===== src/rtl/imem_loader_pkg.sv =====
// Shared types and frame constants for the instruction-memory loader.
// The frame is a 2-byte word count, N little-endian words, then a 4-byte checksum.
package imem_loader_pkg;

    typedef enum logic [2:0] {
        IDLE,
        HDR_LO,
        HDR_HI,
        LOAD,
        CSUM,
        RUN,
        ERROR
    } loader_state_t;

    localparam int HDR_BYTES  = 2;
    localparam int WORD_BYTES = 4;
    localparam int CSUM_BYTES = 4;
    localparam int HDR_BITS   = HDR_BYTES * 8;
    localparam int WORD_BITS  = WORD_BYTES * 8;
    localparam int CSUM_BITS  = CSUM_BYTES * 8;

    // States in which the loader consumes stream bytes.
    function automatic logic is_busy(input loader_state_t s);
        return (s == HDR_LO) || (s == HDR_HI) || (s == LOAD) || (s == CSUM);
    endfunction

endpackage


===== src/rtl/imem_byte_packer.sv =====
// Assembles accepted bytes into little-endian words; word/word_done are
// combinational and valid together on the cycle the last byte is accepted.
module imem_byte_packer
    import imem_loader_pkg::*;
(
    input  logic                 clk,
    input  logic                 rst_n,
    input  logic                 clear,
    input  logic                 byte_en,
    input  logic [7:0]           byte_data,
    output logic [WORD_BITS-1:0] word,
    output logic                 word_done
);

    localparam int CNT_W = $clog2(WORD_BYTES);

    logic [CNT_W-1:0]     byte_cnt;
    logic [WORD_BITS-9:0] partial;

    // Bytes shift in from the top so the first byte lands in bits [7:0].
    always_ff @(posedge clk or negedge rst_n) begin
        if (!rst_n) begin
            byte_cnt <= '0;
            partial  <= '0;
        end else if (clear) begin
            byte_cnt <= '0;
            partial  <= '0;
        end else if (byte_en) begin
            byte_cnt <= byte_cnt + 1'b1;
            partial  <= {byte_data, partial[WORD_BITS-9:8]};
        end
    end

    assign word      = {byte_data, partial};
    assign word_done = byte_en && (byte_cnt == CNT_W'(WORD_BYTES - 1));

endmodule


===== src/rtl/imem_loader.sv =====
// Streams a checksummed program frame into the instruction SRAM write port,
// then releases the core. Handshake: a byte transfers on a rising edge where
// byte_valid && byte_ready and abort is low; all other bytes are ignored.
module imem_loader
    import imem_loader_pkg::*;
#(
    parameter int ADDR_WIDTH = 11,
    parameter int DATA_WIDTH = 32
) (
    input  logic                  clk,
    input  logic                  rst_n,
    input  logic                  start,
    input  logic                  abort,
    input  logic                  byte_valid,
    input  logic [7:0]            byte_data,
    output logic                  byte_ready,
    output logic                  cntlr_wr,
    output logic [ADDR_WIDTH-1:0] cntlr_waddr,
    output logic [DATA_WIDTH-1:0] cntlr_wr_data,
    output logic                  core_run,
    output logic                  busy,
    output logic                  err,
    output logic [ADDR_WIDTH:0]   words_loaded,
    output loader_state_t         dbg_state
);

    localparam int unsigned MAX_WORDS = 2 ** ADDR_WIDTH;

    loader_state_t        state, state_next;
    logic [7:0]           n_lo;
    logic [HDR_BITS-1:0]  n_words;
    logic [HDR_BITS-1:0]  hdr_n;
    logic [CSUM_BITS-1:0] sum;
    logic                 accept;
    logic                 restart;
    logic                 hdr_bad;
    logic                 last_word;
    logic                 pk_en;
    logic                 pk_clear;
    logic [WORD_BITS-1:0] pk_word;
    logic                 pk_done;

    assign accept    = byte_valid && byte_ready && !abort;
    assign restart   = !abort && start && (state == IDLE || state == RUN || state == ERROR);
    assign hdr_n     = {byte_data, n_lo};
    assign hdr_bad   = (hdr_n == '0) || (32'(hdr_n) > MAX_WORDS);
    assign last_word = (32'(words_loaded) + 32'd1) == 32'(n_words);
    assign pk_en     = accept && (state == LOAD || state == CSUM);
    assign pk_clear  = abort || restart;
    assign dbg_state = state;

    imem_byte_packer u_packer (
        .clk       (clk),
        .rst_n     (rst_n),
        .clear     (pk_clear),
        .byte_en   (pk_en),
        .byte_data (byte_data),
        .word      (pk_word),
        .word_done (pk_done)
    );

    always_ff @(posedge clk or negedge rst_n) begin
        if (!rst_n) state <= IDLE;
        else        state <= state_next;
    end

    always_comb begin
        state_next = state;
        if (abort) begin
            state_next = IDLE;
        end else begin
            case (state)
                IDLE:    if (start) state_next = HDR_LO;
                HDR_LO:  if (accept) state_next = HDR_HI;
                HDR_HI:  if (accept) state_next = hdr_bad ? ERROR : LOAD;
                LOAD:    if (pk_done && last_word) state_next = CSUM;
                CSUM:    if (pk_done) state_next = (pk_word == sum) ? RUN : ERROR;
                RUN:     if (start) state_next = HDR_LO;
                ERROR:   if (start) state_next = HDR_LO;
                default: state_next = IDLE;
            endcase
        end
    end

    // Status outputs are registered from the next state so they line up with it.
    always_ff @(posedge clk or negedge rst_n) begin
        if (!rst_n) begin
            byte_ready    <= 1'b0;
            busy          <= 1'b0;
            err           <= 1'b0;
            core_run      <= 1'b0;
            cntlr_wr      <= 1'b0;
            cntlr_waddr   <= '0;
            cntlr_wr_data <= '0;
            words_loaded  <= '0;
            sum           <= '0;
            n_lo          <= '0;
            n_words       <= '0;
        end else begin
            byte_ready <= is_busy(state_next);
            busy       <= is_busy(state_next);
            err        <= (state_next == ERROR);
            core_run   <= (state_next == RUN);
            cntlr_wr   <= (state == LOAD) && pk_done;

            if (restart) begin
                words_loaded <= '0;
                sum          <= '0;
            end
            if (accept && state == HDR_LO) n_lo    <= byte_data;
            if (accept && state == HDR_HI) n_words <= hdr_n;
            if (state == LOAD && pk_done) begin
                cntlr_waddr   <= words_loaded[ADDR_WIDTH-1:0];
                cntlr_wr_data <= DATA_WIDTH'(pk_word);
                words_loaded  <= words_loaded + 1'b1;
                sum           <= sum + CSUM_BITS'(pk_word);
            end
        end
    end

endmodule


===== config.mk =====
export PLATFORM = sky130hd
export DESIGN_NAME = imem_loader
export DESIGN_NICKNAME = d
export VERILOG_FILES = /design/src/rtl/imem_loader_pkg.sv /design/src/rtl/imem_byte_packer.sv /design/src/rtl/imem_loader.sv
export SDC_FILE = /design/constraint.sdc
export NUM_CORES = 1
export LEC_CHECK = 0
export ABC_AREA = 0
export BUFFER_PORTS_ARGS = -buffer_cell sky130_fd_sc_hd__buf_4
export CAP_MARGIN = 40
export CORE_MARGIN = 2
export CORE_UTILIZATION = 45
export CTS_BUF_LIST = sky130_fd_sc_hd__clkbuf_4
export DETAILED_ROUTE_END_ITERATION = 8
export PLACE_DENSITY = 0.59
export REMOVE_ABC_BUFFERS = 1
export SLEW_MARGIN = 20
export SYNTH_ARGS = -nofsm -noshare
export SYNTH_HDL_FRONTEND = slang
export SYNTH_SLANG_ARGS = --single-unit

===== constraint.sdc =====
create_clock -name clk -period 8.9 [get_ports clk]
set_input_delay 0.89 -clock clk [delete_from_list [all_inputs] [get_ports clk]]
set_output_delay 0.89 -clock clk [all_outputs]
set_load 0.005 [all_outputs]

==> results.py <==
metrics = {
    "run_status": {
        "outcome": "finished clean",
    },
    "critical_path": {
        "critical_path.reg2reg.endpoint": "busy",
        "reg2regPathDepth": 10,
        "crit_fanout": 10,
        "regToRegSetupSlack_ns": 5.37,
        "crit_path_start": "words_loaded[0]",
        "setup.worst_path.end_class": "flip-flop",
        "worstReg2RegStart": "words_loaded[0]",
        "worstPathRequired_ns": 9.40,
        "critical_path_type": "flip-flop to flip-flop",
        "worstSetupStartpointType": "flip-flop",
        "worstPathArrival_ns": 4.03,
    },
    "power_and_ir_drop": {
        "share_seq_of_total_power": 0.538,
        "cellLeakagePower_uw": 0.00438,
        "comb_power_share": 0.064,
        "power_density_nw_per_um2": 142,
        "switchingPower_uw": 313,
        "pwr-share-clk": 0.398,
        "internal_power_uw": 963,
        "switching_share": 0.245,
        "worst_ir_drop_vdd_mv": 0.0795,
    },
    "floorplan": {
        "core-area_um2": 17200,
        "boundaryPins": 76,
        "fp.dieW_um": 136,
        "rows": 48,
        "floorplan.initialDensity": 0.458,
        "chipHeight_um": 136,
        "die-area_um2": 18500,
    },
    "sta": {
        "achievable-frequency_mhz": 283,
        "rsz_0062_raised_after_global_routing": "no",
        "fin_worst_hold_slack_ns": 0.343,
        "fin_setup_tns_ns": 0,
        "max_slew.worst_pin.slew_ns": 0.757,
        "final.setup_skew_ns": 0.0226,
        "fin_crit_sh": 0.397,
        "relSlewSlack": 0.494,
        "hold_violations": 0,
        "final_period_minus_worst_setup_slack_ns": 3.53,
        "setup_viol_count_final": 0,
        "count_of_pins_over_their_slew_limit": 0,
    },
    "logic_synthesis": {
        "synthDominantAreaCellType": "sky130_fd_sc_hd__dfrtp_1",
        "synth_seq_area_share": 0.459,
        "netlist-cell-type-count": 63,
        "synth_area_per_cell_um2": 8.88,
        "synth-seq-cells": 144,
        "yosysTopAreaCellShare": 0.459,
        "post_synth_inst_count": 885,
        "yosys-top-cells-area": "sky130_fd_sc_hd__dfrtp_1 (46%), sky130_fd_sc_hd__nand2_1 (11%), sky130_fd_sc_hd__ha_1 (5.3%)",
        "ys_async_sr_fraction": 1.00,
        "mappedNetlistArea_um2": 7860,
        "synth_enable_flop_cells": 0,
        "synth_top_flop_cell": "sky130_fd_sc_hd__dfrtp_1",
        "ys.warnings.count": 0,
    },
    "detailed_routing": {
        "routedWlPerCell_um": 16.7,
        "iteration_count_of_the_initial_detailed_routing_pass": 5,
        "vias_per_cell": 5.44,
        "detail-route-antenna-nets": 0,
        "totalWireLength_um": 19700,
        "number_of_vias_after_detailed_routing": 6414,
        "drt_drc_violations_left": 0,
        "drtIter0Drc": 513,
    },
    "global_route": {
        "first_global_vias": 6117,
        "grt_overflow_total": 0,
        "global_route_wire_length_before_repair_um": 32400,
        "largest_net_degree_at_the_start_of_global_routing": 75,
        "grt_util_all_layers": 0.224,
        "antenna_found_initial": 1,
    },
    "layout": {
        "layout.nets": 986,
        "layout-drive-gt1-share": 0.158,
        "area_delta_synth_final_pct": 14.1,
    },
    "clock_network": {
        "number_of_sinks_on_the_clock_net": 144,
        "post-cts-setup-buffers": 0,
        "clock_path_buffers": 2,
        "clk_latency_ns": 0.56,
        "ctsHtreeMaxLevel": 4,
        "clk_transition_reported_paths_ns": 0.13,
        "cts_hold_buffers": 0,
        "ctsResizeCount": 0,
        "cts_root_buffer": "sky130_fd_sc_hd__clkbuf_4",
        "tritoncts": "built",
        "cts-buffers-inserted": 17,
    },
    "hold_path": {
        "holdCritPathClass": "primary input to asynchronous set/reset pin",
    },
    "job": {
        "max-cap-violations": 0,
    },
    "place": {
        "detailed_placement_hpwl_um": 13300,
        "finalWeightedCongestion": 0.864,
        "io_buffers": 75,
    },
}
-- kinds of logic (layout without fill, tap and decap cells) --
| kind of cell | after synthesis | after routing | share of synthesized area |
|---|---|---|---|
| adders and majority gates | 35 | 35 | 0.0564 |
| and+or+nand+nor | 379 | 379 | 0.214 |
| muxes | 28 | 28 | 0.0395 |
| xor gates and xnor gates | 36 | 36 | 0.0401 |
| buffers and inverters | 63 | 130 | 0.0330 |
| DFF | 144 | 144 | 0.459 |
| AOI/OAI and AO/OA | 200 | 200 | 0.158 |
| other | 0 | 1 | 0 |
-- power by group through the flow --
| stage | logic (µW) | clock network (µW) | registers (µW) |
|---|---|---|---|
| after floorplan | 42.9 | 0 | 694 |
| after global placement | 80.3 | 0 | 699 |
| after detailed placement | 82.7 | 0 | 700 |
| after CTS | 82.9 | 523 | 687 |
| after global routing | 92.2 | 548 | 690 |
| final | 81.6 | 507 | 687 |
-- critical path, cell delays in order, from the launching register on --
cell and delay, ns:
sky130_fd_sc_hd__dfrtp_1 0.56, sky130_fd_sc_hd__ha_1 0.33, sky130_fd_sc_hd__and3_1 0.30, sky130_fd_sc_hd__xnor2_1 0.10, sky130_fd_sc_hd__or4b_1 0.54, sky130_fd_sc_hd__a2111oi_2 0.34
sky130_fd_sc_hd__nand4_1 0.24, sky130_fd_sc_hd__o21ai_2 0.23, sky130_fd_sc_hd__o211ai_2 0.14, sky130_fd_sc_hd__or4_1 0.54, sky130_fd_sc_hd__a21oi_1 0.15
-- layout make-up --
cell class                 instances  area (µm²)
inverter                          14        52.6
multi-input combinational        678        4000
tap                              225         282
antenna                            1        2.50
sequential                       144        3600
fill                            1676        8210
clock buffer                      19         143
timing repair buffer              84         674
clock inverter                    13         209
-- flip-flops by register name, indices dropped and copies added, names as in the netlist --
signal and cells:
busy 1, cntlr_waddr 11, cntlr_wr 1, cntlr_wr_data 32, core_run 1, dbg_state 3
err 1, n_lo 8, n_words 16, sum 32, u_packer.byte_cnt 2, u_packer.partial 24
words_loaded 12
-- cells in the final DEF (no fill, tap or decap), types with 10 or more instances in the layout --
master / instances
sky130_fd_sc_hd__inv_1: 13
sky130_fd_sc_hd__nor3_1: 10
sky130_fd_sc_hd__a21oi_1: 62
sky130_fd_sc_hd__nand2b_1: 10
sky130_fd_sc_hd__o21ai_0: 57
sky130_fd_sc_hd__nor2b_1: 11
sky130_fd_sc_hd__nand2_1: 236
sky130_fd_sc_hd__nand3_1: 18
sky130_fd_sc_hd__nor2_1: 37
sky130_fd_sc_hd__mux2_2: 24
sky130_fd_sc_hd__ha_1: 33
sky130_fd_sc_hd__dfrtp_1: 144
sky130_fd_sc_hd__buf_4: 80
sky130_fd_sc_hd__clkbuf_4: 19
sky130_fd_sc_hd__xnor2_1: 27
sky130_fd_sc_hd__nor4_1: 15
sky130_fd_sc_hd__a21o_1: 13
-- cell usage after synthesis (13+ instances only) --
master and count:
sky130_fd_sc_hd__o21ai_0 57, sky130_fd_sc_hd__dfrtp_1 144, sky130_fd_sc_hd__ha_1 33, sky130_fd_sc_hd__inv_1 14, sky130_fd_sc_hd__nand3_1 18, sky130_fd_sc_hd__a21o_1 13
sky130_fd_sc_hd__nor4_1 15, sky130_fd_sc_hd__nand2_1 236, sky130_fd_sc_hd__clkbuf_1 40, sky130_fd_sc_hd__nor2_1 38, sky130_fd_sc_hd__xnor2_1 27, sky130_fd_sc_hd__a21oi_1 62
sky130_fd_sc_hd__mux2_2 24
-- through the flow --
step	cell area, µm²	util	cells	worst slack [ns]	power (µW)
2_1_floorplan	7650	-	836	2.52	737
3_3_place_gp	8550	0.498	1142	5.43	780
3_5_place_dp	8610	0.502	1145	5.37	783
4_1_cts	8970	0.522	1177	5.37	1290
5_1_grt	8970	0.522	1178	5.15	1330
6_report	8970	0.522	1178	5.37	1280
-- worst max-delay path by stage --
stage / slack, ns / end
after detailed placement: 5.37 / sum[29]
after floorplan: 2.52 / sum[31]
final: 5.37 / busy
after global placement: 5.43 / sum[29]
after global routing: 5.15 / sum[29]
after CTS: 5.37 / busy
-- per-layer routing --
| layer | vias up | wire [µm] | track usage |
|---|---|---|---|
| met5 | - | 0 | 0 |
| met4 | 0 | 295 | 0.0729 |
| met3 | 23 | 815 | 0.0373 |
| met2 | 143 | 8810 | 0.334 |
| li1 | 3182 | - | - |
| met1 | 3066 | 9800 | 0.329 |
(Power assumes the default switching activity.)
